**config.mk**
```make
export PLATFORM = sky130hd
export DESIGN_NAME = pl_if_stage_flat
export DESIGN_NICKNAME = d
export VERILOG_FILES = /design/src/rtl/pl_pkg.sv /design/src/rtl/pl_if_stage_if.sv /design/src/rtl/pl_if_id_reg.sv /design/src/rtl/pl_if_stage.sv /design/src/flat_wrapper.sv
export SDC_FILE = /design/constraint.sdc
export NUM_CORES = 1
export LEC_CHECK = 0
export CORE_ASPECT_RATIO = 0.75
export CORE_MARGIN = 10
export CORE_UTILIZATION = 40
export DETAILED_ROUTE_END_ITERATION = 10
export HOLD_SLACK_MARGIN = 0.1
export PLACE_DENSITY = 0.79
export SYNTH_ARGS = -nofsm -noshare
export SYNTH_HDL_FRONTEND = slang
export SYNTH_SLANG_ARGS = --single-unit
```
**constraint.sdc**
```tcl
create_clock -name clk -period 2.7 [get_ports clk]
set_input_delay 0.54 -clock clk [delete_from_list [all_inputs] [get_ports clk]]
set_output_delay 0.54 -clock clk [all_outputs]
set_load 0.1 [all_outputs]
```
**src/rtl/pl_pkg.sv**
```systemverilog
// pl_pkg: constants and types shared by the pipeline stages
package pl_pkg;
    localparam int PL_XLEN = 32;
    typedef logic [PL_XLEN-1:0] pc_t;
    localparam logic [PL_XLEN-1:0] PL_NOP = 32'h0000_0000;
    localparam pc_t PL_RESET_PC = 32'h0000_0000;
endpackage

```
**src/rtl/pl_if_stage_if.sv**
```systemverilog
// pl_if_stage_if: imem fetch bus plus the IF/ID register outputs toward decode
interface pl_if_stage_if #(parameter int IMEM_AW = 10);
    logic [IMEM_AW-1:0] imem_addr;
    logic [31:0] imem_rdata;
    logic [31:0] if_id_instr;
    logic [31:0] if_id_pc4;
    logic if_id_valid;
    modport master (output imem_addr, if_id_instr, if_id_pc4, if_id_valid, input imem_rdata);
    modport slave (input imem_addr, if_id_instr, if_id_pc4, if_id_valid, output imem_rdata);
endinterface

```
**src/rtl/pl_if_id_reg.sv**
```systemverilog
// pl_if_id_reg: IF/ID register; bubble beats stall, stall beats load
module pl_if_id_reg
    import pl_pkg::*;
(
    input  logic clk,
    input  logic rst,
    input  logic stall,
    input  logic bubble,
    input  logic [31:0] instr_in,
    input  pc_t pc4_in,
    output logic [31:0] instr,
    output pc_t pc4,
    output logic valid
);
    always_ff @(posedge clk) begin
        if (rst) begin
            instr <= PL_NOP;
            pc4 <= '0;
            valid <= 1'b0;
        end else if (bubble) begin
            instr <= PL_NOP;
            valid <= 1'b0;
        end else if (!stall) begin
            instr <= instr_in;
            pc4 <= pc4_in;
            valid <= 1'b1;
        end
    end
endmodule

```
**src/rtl/pl_if_stage.sv**
```systemverilog
// pl_if_stage: PC, imem addressing and IF/ID register of the MIPS pipeline.
// PL_IF_PERF_EN enables the fetch/stall perf counters (otherwise tied to 0).
module pl_if_stage
    import pl_pkg::*;
#(
    parameter pc_t RESET_PC = PL_RESET_PC,
    parameter int IMEM_AW = 10
) (
    input  logic clk,
    input  logic rst,
    input  logic stall,
    input  logic flush,
    input  logic redirect_valid,
    input  pc_t redirect_pc,
    output pc_t pc_out,
    output logic misalign_err,
    output logic [31:0] perf_fetch_cnt,
    output logic [31:0] perf_stall_cnt,
    pl_if_stage_if.master bus
);
    pc_t pc, pc4;
    assign pc4 = pc + 32'd4;
    assign pc_out = pc;
    assign bus.imem_addr = pc[IMEM_AW+1:2];
    // redirect wins over stall so a resolved branch is never dropped
    always_ff @(posedge clk) begin
        if (rst) begin
            pc <= RESET_PC;
            misalign_err <= 1'b0;
        end else begin
            pc <= redirect_valid ? {redirect_pc[31:2], 2'b00} : stall ? pc : pc4;
            misalign_err <= redirect_valid && (redirect_pc[1:0] != 2'b00);
        end
    end
    pl_if_id_reg u_if_id (
        .clk(clk),
        .rst(rst),
        .stall(stall),
        .bubble(flush || redirect_valid),
        .instr_in(bus.imem_rdata),
        .pc4_in(pc4),
        .instr(bus.if_id_instr),
        .pc4(bus.if_id_pc4),
        .valid(bus.if_id_valid)
    );
`ifdef PL_IF_PERF_EN
    always_ff @(posedge clk) begin
        if (rst) begin
            perf_fetch_cnt <= '0;
            perf_stall_cnt <= '0;
        end else begin
            perf_fetch_cnt <= perf_fetch_cnt + 32'(!(flush || redirect_valid || stall));
            perf_stall_cnt <= perf_stall_cnt + 32'(stall);
        end
    end
`else
    assign perf_fetch_cnt = '0;
    assign perf_stall_cnt = '0;
`endif
endmodule
```
**src/flat_wrapper.sv**
```systemverilog
// flat-port wrapper written by rule: the top's interface ports become plain ports
module pl_if_stage_flat import pl_pkg::*;
#(
    parameter pc_t RESET_PC = PL_RESET_PC,
    parameter int IMEM_AW = 10
)
  (clk, rst, stall, flush, redirect_valid, redirect_pc, pc_out, misalign_err, perf_fetch_cnt, perf_stall_cnt, bus_imem_addr, bus_if_id_instr, bus_if_id_pc4, bus_if_id_valid, bus_imem_rdata);
  pl_if_stage_if #(.IMEM_AW(IMEM_AW)) bus_i ();
  input  logic clk;
  input  logic rst;
  input  logic stall;
  input  logic flush;
  input  logic redirect_valid;
  input  pc_t redirect_pc;
  output pc_t pc_out;
  output logic misalign_err;
  output logic [31:0] perf_fetch_cnt;
  output logic [31:0] perf_stall_cnt;
  output wire logic [$bits(bus_i.imem_addr)-1:0] bus_imem_addr;
  output wire logic [$bits(bus_i.if_id_instr)-1:0] bus_if_id_instr;
  output wire logic [$bits(bus_i.if_id_pc4)-1:0] bus_if_id_pc4;
  output wire logic [$bits(bus_i.if_id_valid)-1:0] bus_if_id_valid;
  input wire logic [$bits(bus_i.imem_rdata)-1:0] bus_imem_rdata;
  assign bus_imem_addr = bus_i.imem_addr;
  assign bus_if_id_instr = bus_i.if_id_instr;
  assign bus_if_id_pc4 = bus_i.if_id_pc4;
  assign bus_if_id_valid = bus_i.if_id_valid;
  assign bus_i.imem_rdata = bus_imem_rdata;
  pl_if_stage #(.RESET_PC(RESET_PC), .IMEM_AW(IMEM_AW)) u_core (.clk(clk), .rst(rst), .stall(stall), .flush(flush), .redirect_valid(redirect_valid), .redirect_pc(redirect_pc), .pc_out(pc_out), .misalign_err(misalign_err), .perf_fetch_cnt(perf_fetch_cnt), .perf_stall_cnt(perf_stall_cnt), .bus(bus_i));
endmodule
```
==> impl_summary.txt <==
----------------------------------------------------
[Synth]
  Synthesized area divided by synthesized cell count ... 8.41 µm²
  Yosys top cell by area ... sky130_fd_sc_hd__dfxtp_1
  Portion of synthesized cell area occupied by the leading cell type ... 0.375
  Cell types with the highest counts after synthesis ... 94 x sky130_fd_sc_hd__dfxtp_1, 78 x sky130_fd_sc_hd__buf_4, 62 x sky130_fd_sc_hd__nor2_1
  Number of warning messages in the yosys log ... 0
  Unique masters post-synth ... 46
  Count of flip-flops with a built-in enable after synthesis ... 0
  Cell area after technology mapping ... 0.00502 mm²
  Seq cells post-synth ... 94
  Most used flip-flop cell after synthesis ... sky130_fd_sc_hd__dfxtp_1
  Part of the Yosys area used for sequential elements ... 0.375
  Fraction of synthesis flops using an asynchronous set or reset pin ... 0
  Synthesized netlist cell count ... about 600
  Top post-synthesis cells by area ... sky130_fd_sc_hd__dfxtp_1 37%, sky130_fd_sc_hd__buf_4 12%, sky130_fd_sc_hd__mux2i_1 6.6%, sky130_fd_sc_hd__nor2_1 4.6%, sky130_fd_sc_hd__o21ai_0 3.8%
  Count leader, synth ... sky130_fd_sc_hd__dfxtp_1

[Clocking]
  Number of clock buffers inserted by TritonCTS ... 9
  Clk Tree Root Cell ... sky130_fd_sc_hd__clkbuf_16
  Post-CTS repair timing setup buffer count ... 0
  Number of H-tree levels ... 3
  Clock slew at the register clock pins of the worst setup and hold paths ... ~70 ps
  Number of sinks driven by the clock tree ... 94
  Cts hold-fix bufs ... 0
  Clock insertion delay at the later pin of the skew report ... between 300 and 400 ps
  Number of resized instances in the post-cts repair step ... 0
  CTS tree ... done
  Maximum root-to-sink buffer count ... 2

[Power and ir drop]
  Highest ir drop seen on vdd ... around 0.00028 V
  Lkg Pwr ... 2.69 nW
  Areal power density over the cells ... 635 mW/mm²
  Total Power Consumption ... 0.00418 W

[Setup path]
  Startpoint type of the worst setup path ... register
  Maximum net fanout on the critical path ... 13
  Arrival time at the worst endpoint ... between 2000 and 3000 ps
  Crit path required time ... ~3000 ps
  Element type at the critical path end ... register
  Type of the worst setup path ... reg2reg

[Placed design]
  Routability congestion estimate from global placement ... just over 0.9
  Number of cells in the design after placement ... approximately 900
  Placed standard-cell area ... 0.00630 mm²
  Post-DP HPWL ... 13.0 mm
  Number of buffers inserted by port buffering ... around 170

[Detailed routing]
  Overall routed net length ... roughly 17 mm
  Vias ... 4,793
  Pre-Repair DR Iteration Count ... 5
  Post-detailed-route via-to-cell ratio ... approximately 5.3
  Routed length per placed instance ... roughly 18 µm
  Number of routed nets with antenna violations ... 0
  First DRT Iteration DRCs ... 337
  DRC violation count after routing ... 0

[Global routing]
  Maximum number of pins on one net before global-route repair ... just under 60
  Via count of the first global-routing pass ... around 4,700
  Number of antenna violations at the first check in global routing ... 0
  GRT Overall Usage ... 0.181
  Global route overflow ... 0
  Wire length of the first global-routing pass ... between 20 and 30 mm

[Timing]
  Minimum clock period ... roughly 2400 ps
  Fin. max-slew vios ... 0
  Number of hold violations in the final report ... 0
  Share of the clock period used by the worst path ... 0.877
  Achievable frequency ... 422 MHz
  Max_slew headroom ... 0.557
  Final setup violation count ... 0
  Worst Tran Pin Value ... about 660 ps
  Clock tree skew after final layout ... roughly 6.3 ps
  Total Negative Setup Slacks ... 0 ps
  Setup repair after global routing missed its margin ... false

[Die]
  Number of I/O pins ... between 200 and 250
  CORE AREA ... between 0.01 and 0.015 mm²
  Area of the die ... 0.0175 mm²
  Width of the die ... around 150 µm
  Initial cell density of the core ... 0.409
  Standard-cell rows ... 35
  Height of the die ... around 120 µm

[Finish]
  Share of the core filled with cells ... 0.537
  Layout area overhead ... 31.2%
  Number of cells in the finished layout apart from fillers ... between 900 and 1,000
  Fraction of final layout cells with drive strength greater than 1 ... 0.205
  Count of antenna diodes in the layout ... 0
  Total number of nets in the final design ... about 800
  Final Cell Area ... around 0.0066 mm²

[Outcome]
  Result of the run ... finished clean

[Worst hold path]
  Worst min-delay path category ... reg2reg

[Job]
  Max-cap violations ... 0

----------------------------------------------------
==> placed cells by master (no fill, tap or decap), drive strengths merged, types with 11 or more instances in the layout <==
master | synthesis | routed
nor2 | 62 | 62
or4 | 16 | 16
mux2i | 33 | 33
nor4 | 12 | 12
conb | 1 | 68
or3 | 13 | 13
nand2 | 23 | 23
xnor2 | 18 | 18
a21oi | 21 | 21
buf | 89 | 119
a211oi | 19 | 19
dfxtp | 94 | 94
nor3 | 14 | 14
and4 | 11 | 11
clkdlybuf4s50 | 0 | 67
a311oi | 11 | 11
inv | 12 | 16
o21ai | 38 | 38
nand3 | 12 | 12
==> power by group <==
group          internal, W  leakage (nW)  switching (W)
logic             0.000270          1.78        0.00114
clock network     0.000644         0.139       0.000581
registers          0.00145         0.774      0.0000932
total              0.00237          2.69        0.00181
==> layer usage <==
layer	global-route usage	wire, µm
met1	0.215	6640
met2	0.291	7970
met3	0.0718	1690
met4	0.0652	402
met5	0	0
==> logic make-up after synthesis <==
kind of cell	after synthesis	synth area share
AOI/OAI and AO/OA	122	0.157
DFF	94	0.375
xor gates and xnor gates	22	0.0384
adders and majority gates	1	0.00249
and+or+nand+nor	184	0.194
other	1	0.000747
muxes	33	0.0658
buffers and inverters	140	0.166
==> worst paths after layout <==
check	startpoint	endpoint	slack (ps)	cells past startpoint
worst max-delay path	u_core.pc_out[2]	u_core.pc_out[24]	330	5
worst min register to register	u_core.u_if_id.valid	u_core.u_if_id.valid	450	2
worst min-delay path	u_core.u_if_id.valid	u_core.u_if_id.valid	450	2
worst max register to register	u_core.pc_out[2]	u_core.pc_out[24]	330	5
==> worst max-delay path, cell delays in order, from the launching register on <==
cell                       delay, ps
sky130_fd_sc_hd__dfxtp_2         410
sky130_fd_sc_hd__ha_1            220
sky130_fd_sc_hd__nand3_1         250
sky130_fd_sc_hd__or4_4           650
sky130_fd_sc_hd__or4_1           490
sky130_fd_sc_hd__a311oi_1        260
==> stage by stage <==
step                      hold slack, ps  setup slack, ps
final                                453              333
after detailed placement             445              351
after CTS                            458              337
after global routing                 485              183
after global placement               438              408
after floorplan                      677             15.1
==> registers in the layout (all words and copies together) (netlist names) <==
register,count
u_core.u_if_id.instr,32
u_core.pc_out,30
u_core.u_if_id.pc4,30
u_core.misalign_err,1
u_core.u_if_id.valid,1
==> cell type report <==
class / instances / area, µm²
Fill cell: 1189 / 5680
Multi-Input combinational cell: 430 / 2560
Sequential cell: 94 / 1900
Timing Repair Buffer: 186 / 1590
Clock buffer: 9 / 225
Tap cell: 166 / 208
Clock inverter: 7 / 62.6
Inverter: 12 / 45.0
No activity file was read; power rests on OpenSTA's default activity.
==> edit: new RTL, same flow settings <==
`IMEM_AW` is set to 10 in 3 places; all go to 11.
--- a/src/rtl/pl_if_stage_if.sv
+++ b/src/rtl/pl_if_stage_if.sv
@@ -1,4 +1,4 @@
 // pl_if_stage_if: imem fetch bus plus the IF/ID register outputs toward decode
-interface pl_if_stage_if #(parameter int IMEM_AW = 10);
+interface pl_if_stage_if #(parameter int IMEM_AW = 11);
     logic [IMEM_AW-1:0] imem_addr;
     logic [31:0] imem_rdata;
--- a/src/rtl/pl_if_stage.sv
+++ b/src/rtl/pl_if_stage.sv
@@ -5,5 +5,5 @@
 #(
     parameter pc_t RESET_PC = PL_RESET_PC,
-    parameter int IMEM_AW = 10
+    parameter int IMEM_AW = 11
 ) (
     input  logic clk,
--- a/src/flat_wrapper.sv
+++ b/src/flat_wrapper.sv
@@ -3,5 +3,5 @@
 #(
     parameter pc_t RESET_PC = PL_RESET_PC,
-    parameter int IMEM_AW = 10
+    parameter int IMEM_AW = 11
 )
   (clk, rst, stall, flush, redirect_valid, redirect_pc, pc_out, misalign_err, perf_fetch_cnt, perf_stall_cnt, bus_imem_addr, bus_if_id_instr, bus_if_id_pc4, bus_if_id_valid, bus_imem_rdata);
Interface: changed (resized bus_imem_addr); port bits go from 241 to 242. No check against the original RTL was run, so the function may have changed too.
==> edit against the original RTL <==
  * Cell count increased by 0.44%
  * Count of clock-buffer cells in the layout increased by 1
  * Power increased by 1.7%
  * Worst setup slack improved by 0.078 ns
  * Utilization increased by 0.15 points
  * Sequential cell count unchanged
  * Fmax increased by 3.4%
  * Global-route usage decreased by 0.38 points
  * Wire length decreased by 1.8%
  * Cell area increased by 0.65%
  * Area after synthesis increased by 0.15%
  * Worst hold slack got worse by 0.0027 ns
  * Largest power group unchanged
==> edit: results (changes against the original RTL) <==
metric;value;unit;change
p_sw_share;42.0;%;was 43.4%
grt_pass1_vias;4717;;was 4749
routabilityCongestion;0.848;;was 0.906
grt_max_degree;57;;was 58
synth_compound_area_share;15.7;%;about the same
total_leakage_power;0.00272;uW;was 0.00269 uW
fillers;1173;;was 1189
max_stage_delay;0.62;ns;was 0.65 ns
dp_hpwl;12700;um;was 13000 um
peakVddDrop;0.408;mV;was 0.282 mV
cts.clk_slew.worst_paths;0.07;ns;about the same
post_dp_cell_area;6330;um2;was 6300 um2
postCtsSetupBuffers;0;;unchanged
num_vias;4789;;was 4793
drtIter0Drc;336;;was 337
fin_skew;0.00604;ns;was 0.00626 ns
ys_seq_area_share;37.4;%;was 37.5%
synth.area.mux_share;6.57;%;was 6.58%
post-place-ws;0.439;ns;was 0.351 ns
drive_gt1_share;20.9;%;was 20.5%
final_nets;807;;was 803
synth_fa_ha_area_share;0.249;%;about the same
relSlewSlack;54.3;%;was 55.7%
port_buffers;173;;was 172
synth_commonest_cells;dfxtp_1, buf_4, nor2_1;;unchanged
synthXorXnorAreaFrac;3.83;%;was 3.84%
grt_usage;17.7;%;was 18.1%
syn-instance-count;598;;was 597
grt_pass1_wl;25200;um;was 25500 um
layoutNonFillerInstCount;908;;was 904
numPlacedInstances;892;;was 888
routed_wl;16400;um;was 16700 um
status;finished, final reports clean;;unchanged
==> edit: changes by cell type after synthesis, sizes merged <==
cell and delta:
buf +1
==> edit: metal layers <==
metal	up-vias	share of wire, %	track usage [%]
li1	2291	-	-
met1	2253	42	22.3
met2	230	47	28.2
met3	15	10	6.07
met4	0	1.0	4.83
met5	-	0	0
==> edit: layout make-up <==
class | instances | area (um2) | share of cell area (%)
Clock buffer | 10 | 239 | 3.61
Clock inverter | 6 | 61.3 | 0.925
Inverter | 12 | 45.0 | 0.680
Multi-Input combinational cell | 430 | 2560 | 38.6
Sequential cell | 94 | 1900 | 28.6
Tap cell | 166 | 208 | 3.13
Timing Repair Buffer | 190 | 1620 | 24.4
==> edit: final timing paths <==
| check | start | endpoint | slack [ns] | cells after the start |
|---|---|---|---|---|
| max | u_core.pc_out[2]$_SDFFE_PP0P_ | u_core.pc_out[24]$_SDFFE_PP0P_ | 0.41 | 5 |
| min | u_core.u_if_id.valid$_SDFFE_PP0N_ | u_core.u_if_id.valid$_SDFFE_PP0N_ | 0.45 | 2 |
| max reg2reg | u_core.pc_out[2]$_SDFFE_PP0P_ | u_core.pc_out[24]$_SDFFE_PP0P_ | 0.41 | 5 |
| min reg2reg | u_core.u_if_id.valid$_SDFFE_PP0N_ | u_core.u_if_id.valid$_SDFFE_PP0N_ | 0.45 | 2 |
==> edit: tightest hold or removal path, cell delays in order, from the launching register on <==
cell and delay [ns]:
dfxtp_1 0.31, inv_1 0.05, a21oi_1 0.05
==> edit: power groups by stage <==
stage	combinational, uW	sequential, uW	clock (uW)
floorplan	787	1990	0
CTS	1420	1540	1310
global placement	1410	1570	0
detailed placement	1420	1570	0
global route	1470	1550	1370
finish	1420	1540	1290
